`config.mk`:
```
export PLATFORM = sky130hd
export DESIGN_NAME = mem_responder
export DESIGN_NICKNAME = d
export VERILOG_FILES = /design/src/rtl/mem_resp_pkg.sv /design/src/rtl/sync_fifo.sv /design/src/rtl/mem_responder.sv
export SDC_FILE = /design/constraint.sdc
export NUM_CORES = 2
export LEC_CHECK = 0
export CAP_MARGIN = 25
export CORE_MARGIN = 1.5
export CORE_UTILIZATION = 55
export CTS_CLUSTER_DIAMETER = 200
export DETAILED_ROUTE_END_ITERATION = 8
export HOLD_SLACK_MARGIN = 0.06
export PLACE_DENSITY = 0.71
export SYNTH_ARGS = -nofsm -noshare
export SYNTH_HDL_FRONTEND = slang
export SYNTH_SLANG_ARGS = --single-unit
export TNS_END_PERCENT = 50
```
`constraint.sdc`:
```
create_clock -name clk -period 5.4 [get_ports clk]
set_clock_uncertainty 0.05 [all_clocks]
set_input_delay 1.62 -clock clk [delete_from_list [all_inputs] [get_ports clk]]
set_output_delay 1.62 -clock clk [all_outputs]
set_load 0.02 [all_outputs]
```
`src/rtl/mem_resp_pkg.sv`:
```
// Shared address map, STATUS bit layout and address decode
// for the MEM-stage data responder.
package mem_resp_pkg;

  localparam logic [31:0] RAM_BASE    = 32'h0000_0000;
  localparam logic [31:0] RAM_LIMIT   = 32'h0000_00FF;
  localparam logic [31:0] TXDATA_ADDR = 32'h0000_0100;
  localparam logic [31:0] STATUS_ADDR = 32'h0000_0104;
  localparam logic [31:0] CYCLE_ADDR  = 32'h0000_0108;

  localparam int ST_EMPTY   = 0;
  localparam int ST_FULL    = 1;
  localparam int ST_ERR     = 2;
  localparam int ST_CNT_LSB = 3;

  typedef enum logic [2:0] {
    T_RAM,
    T_TX,
    T_STAT,
    T_CYC,
    T_NONE
  } tgt_e;

  function automatic tgt_e decode(input logic [31:0] a);
    logic [31:0] w;
    tgt_e t;
    w = a & ~32'h3;
    unique case (1'b1)
      (w <= RAM_LIMIT):   t = T_RAM;
      (w == TXDATA_ADDR): t = T_TX;
      (w == STATUS_ADDR): t = T_STAT;
      (w == CYCLE_ADDR):  t = T_CYC;
      default:            t = T_NONE;
    endcase
    return t;
  endfunction

endpackage

```
`src/rtl/sync_fifo.sv`:
```
// Small synchronous FIFO with occupancy counter.
// head reads as zero whenever the FIFO is empty.
module sync_fifo #(
  parameter int W     = 8,
  parameter int DEPTH = 4
) (
  input  logic                       clk,
  input  logic                       rst_n,
  input  logic                       push,
  input  logic [W-1:0]               din,
  input  logic                       pop,
  output logic                       full,
  output logic                       empty,
  output logic [$clog2(DEPTH):0]     count,
  output logic [W-1:0]               head
);

  localparam int AW = $clog2(DEPTH);
  localparam int CW = AW + 1;

  logic [W-1:0]  mem_q [DEPTH];
  logic [AW-1:0] wptr_q, rptr_q;
  logic [CW-1:0] cnt_q;
  logic          do_push, do_pop;

  assign full    = (cnt_q == CW'(DEPTH));
  assign empty   = (cnt_q == '0);
  assign count   = cnt_q;
  assign do_push = push & ~full;
  assign do_pop  = pop & ~empty;
  assign head    = empty ? '0 : mem_q[rptr_q];

  always_ff @(posedge clk) begin
    if (do_push) mem_q[wptr_q] <= din;
  end

  always_ff @(posedge clk or negedge rst_n) begin
    if (!rst_n) begin
      wptr_q <= '0;
      rptr_q <= '0;
      cnt_q  <= '0;
    end else begin
      if (do_push) wptr_q <= wptr_q + AW'(1);
      if (do_pop)  rptr_q <= rptr_q + AW'(1);
      unique case ({do_push, do_pop})
        2'b10:   cnt_q <= cnt_q + CW'(1);
        2'b01:   cnt_q <= cnt_q - CW'(1);
        default: cnt_q <= cnt_q;
      endcase
    end
  end

endmodule

```
`src/rtl/mem_responder.sv`:
```
// Data-memory responder: RAM, transmit FIFO, STATUS and CYCLE
// registers behind the MEM-stage load/store port.
module mem_responder
  import mem_resp_pkg::*;
#(
  parameter int RAM_AW     = 6,
  parameter int FIFO_DEPTH = 4
) (
  input  logic        clk,
  input  logic        reset_n,
  input  logic [31:0] addr,
  input  logic [31:0] wdata,
  input  logic        we,
  input  logic        re,
  output logic [31:0] rdata,
  output logic        stall,
  output logic [7:0]  tx_data,
  output logic        tx_valid,
  input  logic        tx_ready
);

  localparam int CW = $clog2(FIFO_DEPTH) + 1;

  tgt_e          tgt;
  logic          push, pop, full, empty;
  logic [CW-1:0] cnt;
  logic [7:0]    head;
  logic [7:0]    st_b;
  logic [31:0]   ram_q [2**RAM_AW];
  logic [31:0]   cyc_q, cyc_d;
  logic          err_q, err_d;

  assign tgt      = decode(addr);
  assign stall    = we & (tgt == T_TX) & full;
  assign push     = we & (tgt == T_TX) & ~full;
  assign tx_valid = ~empty;
  assign tx_data  = head;
  assign pop      = tx_valid & tx_ready;

  sync_fifo #(
    .W     (8),
    .DEPTH (FIFO_DEPTH)
  ) u_fifo (
    .clk   (clk),
    .rst_n (reset_n),
    .push  (push),
    .din   (wdata[7:0]),
    .pop   (pop),
    .full  (full),
    .empty (empty),
    .count (cnt),
    .head  (head)
  );

  always_comb begin
    st_b                  = '0;
    st_b[ST_EMPTY]        = empty;
    st_b[ST_FULL]         = full;
    st_b[ST_ERR]          = err_q;
    st_b[7:ST_CNT_LSB]    = 5'(cnt);
  end

  always_comb begin
    rdata = '0;
    unique case (tgt)
      T_RAM:   rdata = ram_q[addr[RAM_AW+1:2]];
      T_STAT:  rdata = {24'b0, st_b};
      T_CYC:   rdata = cyc_q;
      default: rdata = '0;
    endcase
  end

  // A CYCLE write lands already advanced by the edge it is taken on.
  always_comb begin
    cyc_d = cyc_q + 32'd1;
    if (we && tgt == T_CYC) cyc_d = wdata + 32'd1;
    err_d = err_q;
    if ((we || re) && tgt == T_NONE)
      err_d = 1'b1;
    else if (we && tgt == T_STAT && wdata[ST_ERR])
      err_d = 1'b0;
  end

  always_ff @(posedge clk) begin
    if (we && tgt == T_RAM) ram_q[addr[RAM_AW+1:2]] <= wdata;
  end

  always_ff @(posedge clk or negedge reset_n) begin
    if (!reset_n) begin
      cyc_q <= '0;
      err_q <= 1'b0;
    end else begin
      cyc_q <= cyc_d;
      err_q <= err_d;
    end
  end

endmodule

```
==> qor.yml <==
vias: 55200
outcome: "finished with violations"
grt_use_total: 0.385
worstPathArrival_ns: 4.21
end_kind: "primary output"
worst_pin_slew_ns: 0.986
worst_hold_startpoint: "err_q$_DFFE_PN0P_"
period_needed_ns: 5.88
max-vdd-ir-drop_mv: 0.331
critPathMaxFanout: 11
p_leak_nw: 33.7
ys_ff_latch: 2120
syn2layout_area_growth_pct: 26.5
timing.critical_path.from: "addr[2]"
syn_area_um2: 80300
antenna_found_initial: 16
power.density_nw_per_um2: 341
layout.nets: 5736
grt_pass1_vias: 51900
drv_cap: 0
num_io_pins: 111
drt_iter0_drc: 10200
cts_sinks: 2120
critPathMaxStageDelay_ns: 0.47
dieArea_um2: 148000
hold_violations: 0
die_y_um: 385
die_w_um: 385
fill_cells: 8574
synth-compound-area-share: 0.0995
core_um2: 145000
r2r_slack_ns: 2.92
initial_core_util: 0.553
synthXorXnorAreaFrac: 0.00600
grt-ovfl-total: 0
clockBufferDepth: 3
synth_top_family_by_area: "compound AO/OA/AOI/OAI gates"
placed_area_um2: 90400
seq_area_frac_synth: 0.790
syn_inst: 4644
period_share: 1.09
portBuffers: 108
synth-simple-area-share: 0.0389
ant_nets: 0
slowest_stage: "o32ai_4"
critical_path_class: "in2out"
synth_fa_ha_area_frac: 0.00118
setup_viol: 32
viasPerCell: 7.13
violations: "setup timing"
yosysUniqueCellTypes: 77
post_route_cells_drive_above_1_share: 0.333
rows: 140
ys_warn_count: 0
grt_pass1_wl_um: 396000
cts_root_buf: "clkbuf_16"
clk_latency_ns: 0.85
synth_edf_count: 2080
wl_um: 291000
cp-start-kind: "primary input"
maxSlewHeadroom: 0.342
synth_flop_cell: "edfxtp_1"
drc_errors: 0
cts_tree: "built"
final_cells: 7746
synth-async-reset-ratio: 0.0189
fin_area_um2: 102000
gp_congestion: 0.987
worst_slack_ns: -0.484
syn_avg_cell_area_um2: 17.3
rsz0062_at_grt: "yes"
min_path_type: "reg2reg"
regToRegStartpoint: "cyc_q[16]$_DFF_PN0_"
clk_pin_slew_worst_paths_ns: 0.07
maxSlewViolCount: 0
hpwl_um: 179000
numCtsBuffers: 199
crit_chain: "buf_16 > buf_4 > inv_2 > buf_12 > buf_4 > o22ai_1 > o21ai_0 > o221ai_2 > a22oi_2 > o221ai_2 > o32ai_4 > buf_6 > buf_12"
max_freq_ghz: 0.170
drt-pass1-iter-count: 6
place_inst: 7226
cp.required_ns: 3.73
h-tree-depth: 4
synth.mux.area_fraction: 0.0467
synthesis.nets: 4720
ctsHoldBuffers: 0
grt_max_degree: 73
wl_per_cell_um: 37.6
-- final cells by class --
type	count	area (um2)	area share
well taps	1917	2400	0.0236
multi-input cells	2218	18300	0.180
inverters	13	51.3	0.000505
clock inverters	121	1000	0.00985
clock buffers	241	5260	0.0518
repair buffers	1108	11100	0.109
diodes	8	20.0	0.000197
flip-flops and latches	2120	63500	0.624
-- synthesized netlist by cell type (all sizes together) (7+ instances only) --
master	number	area share
mux4	41	0.011
xnor2	26	0.0028
nand2	125	0.0058
a22o	13	0.0014
and3	17	0.0013
nand3	37	0.0023
nor4	66	0.0053
o22a	35	0.0038
o311ai	12	0.0013
and4	7	0.00076
buf	197	0.013
a2111oi	7	0.00084
a32o	8	0.0010
a21oi	116	0.0072
dfrtp	40	0.012
nor2b	14	0.0011
nor3	71	0.0045
o221ai	112	0.012
nand4	20	0.0016
xor2	29	0.0032
a31oi	10	0.00078
a22oi	17	0.0016
inv	11	0.00051
mux2i	109	0.014
nand2b	11	0.00086
a221oi	14	0.0015
o22ai	621	0.048
o41ai	12	0.0013
o21ai	117	0.0073
mux2	154	0.022
o211ai	12	0.0011
nor2	233	0.011
clkbuf	96	0.0045
edfxtp	2080	0.78
or3	8	0.00062
and2	17	0.0013
a221o	10	0.0012
a211oi	30	0.0028
-- sequential cells by signal (all words and copies together) (netlist names) --
register	count
u_fifo.rptr_q	2
ram_q	2048
u_fifo.wptr_q	2
err_q	1
cyc_q	32
u_fifo.count	3
u_fifo.mem_q	32
-- worst max-delay path: cells and delay by family --
| family | cells | cell delay (ns) |
|---|---|---|
| AO/OA/AOI/OAI | 6 | 1.44 |
| buffers and inverters | 7 | 1.11 |
-- layout by cell type (no fill, tap or decap), types with 70 or more instances in the layout --
cell type | synthesis | layout
edfxtp_1 | 2080 | 2080
buf_4 | 26 | 749
o22ai_1 | 621 | 542
clkbuf_16 | 0 | 210
nor2_1 | 231 | 158
mux2_2 | 154 | 153
buf_12 | 0 | 135
nand2_1 | 125 | 117
mux2i_1 | 109 | 107
a21oi_1 | 116 | 101
buf_6 | 2 | 89
o221ai_1 | 112 | 84
o21ai_0 | 116 | 74
nor2_4 | 0 | 70
-- per-layer routing --
layer	GRT usage	routed length [um]	vias to the layer above	part of all wire
li1	-	-	21200	-
met1	0.503	96000	27400	0.33
met2	0.557	126000	5473	0.43
met3	0.124	45900	1101	0.16
met4	0.254	23200	16	0.080
met5	0	108	-	0.00037
-- stage by stage --
step	power, W	utilization	setup WS [ns]	TNS (ns)	hold slack [ns]
final	0.0347	0.699	-0.484	-10.75	0.496
after global routing	0.0353	0.699	-0.440	-10.75	0.511
after CTS	0.0344	0.687	-0.374	-8.48	0.483
after detailed placement	0.0208	0.622	-1.20	-26.63	0.467
after global placement	0.0208	0.622	-1.21	-26.40	0.460
after floorplan	0.0194	-	-0.0551	-0.204	0.430
-- logic make-up after synthesis --
| logic type | after synthesis |
|---|---|
| flops | 2120 |
| buf+inv | 306 |
| mux | 304 |
| compound gates | 1200 |
| simple gates | 652 |
| fa+ha+maj | 7 |
| xor+xnor | 55 |
-- report_power, final --
part,total (W),switching [W],internal [W]
Sequential,0.0181,0.0000547,0.0181
Combinational,0.00286,0.00174,0.00112
Clock,0.0137,0.00612,0.00759
-- what timing repair did --
item                                   in CTS  in global routing
pin swaps                                 111                 79
resized for setup                         520                244
cloned                                     16                  4
setup endpoints to repair                  33                 33
buffers inserted                           97                 54
endpoints found under the hold margin       0                  0
-- path summary, 6_finish.rpt --
kind / cells past startpoint / to
max reg2reg: 7 / cyc_q[27]$_DFF_PN0_
max in group asynchronous: 2 / cyc_q[25]$_DFF_PN0_
min reg2reg: 2 / err_q$_DFFE_PN0P_
min in group asynchronous: 1 / u_fifo.rptr_q[0]$_DFFE_PN0P_
min: 2 / err_q$_DFFE_PN0P_
max: 13 / rdata[4]
No activity file was read; power rests on OpenSTA's default activity.
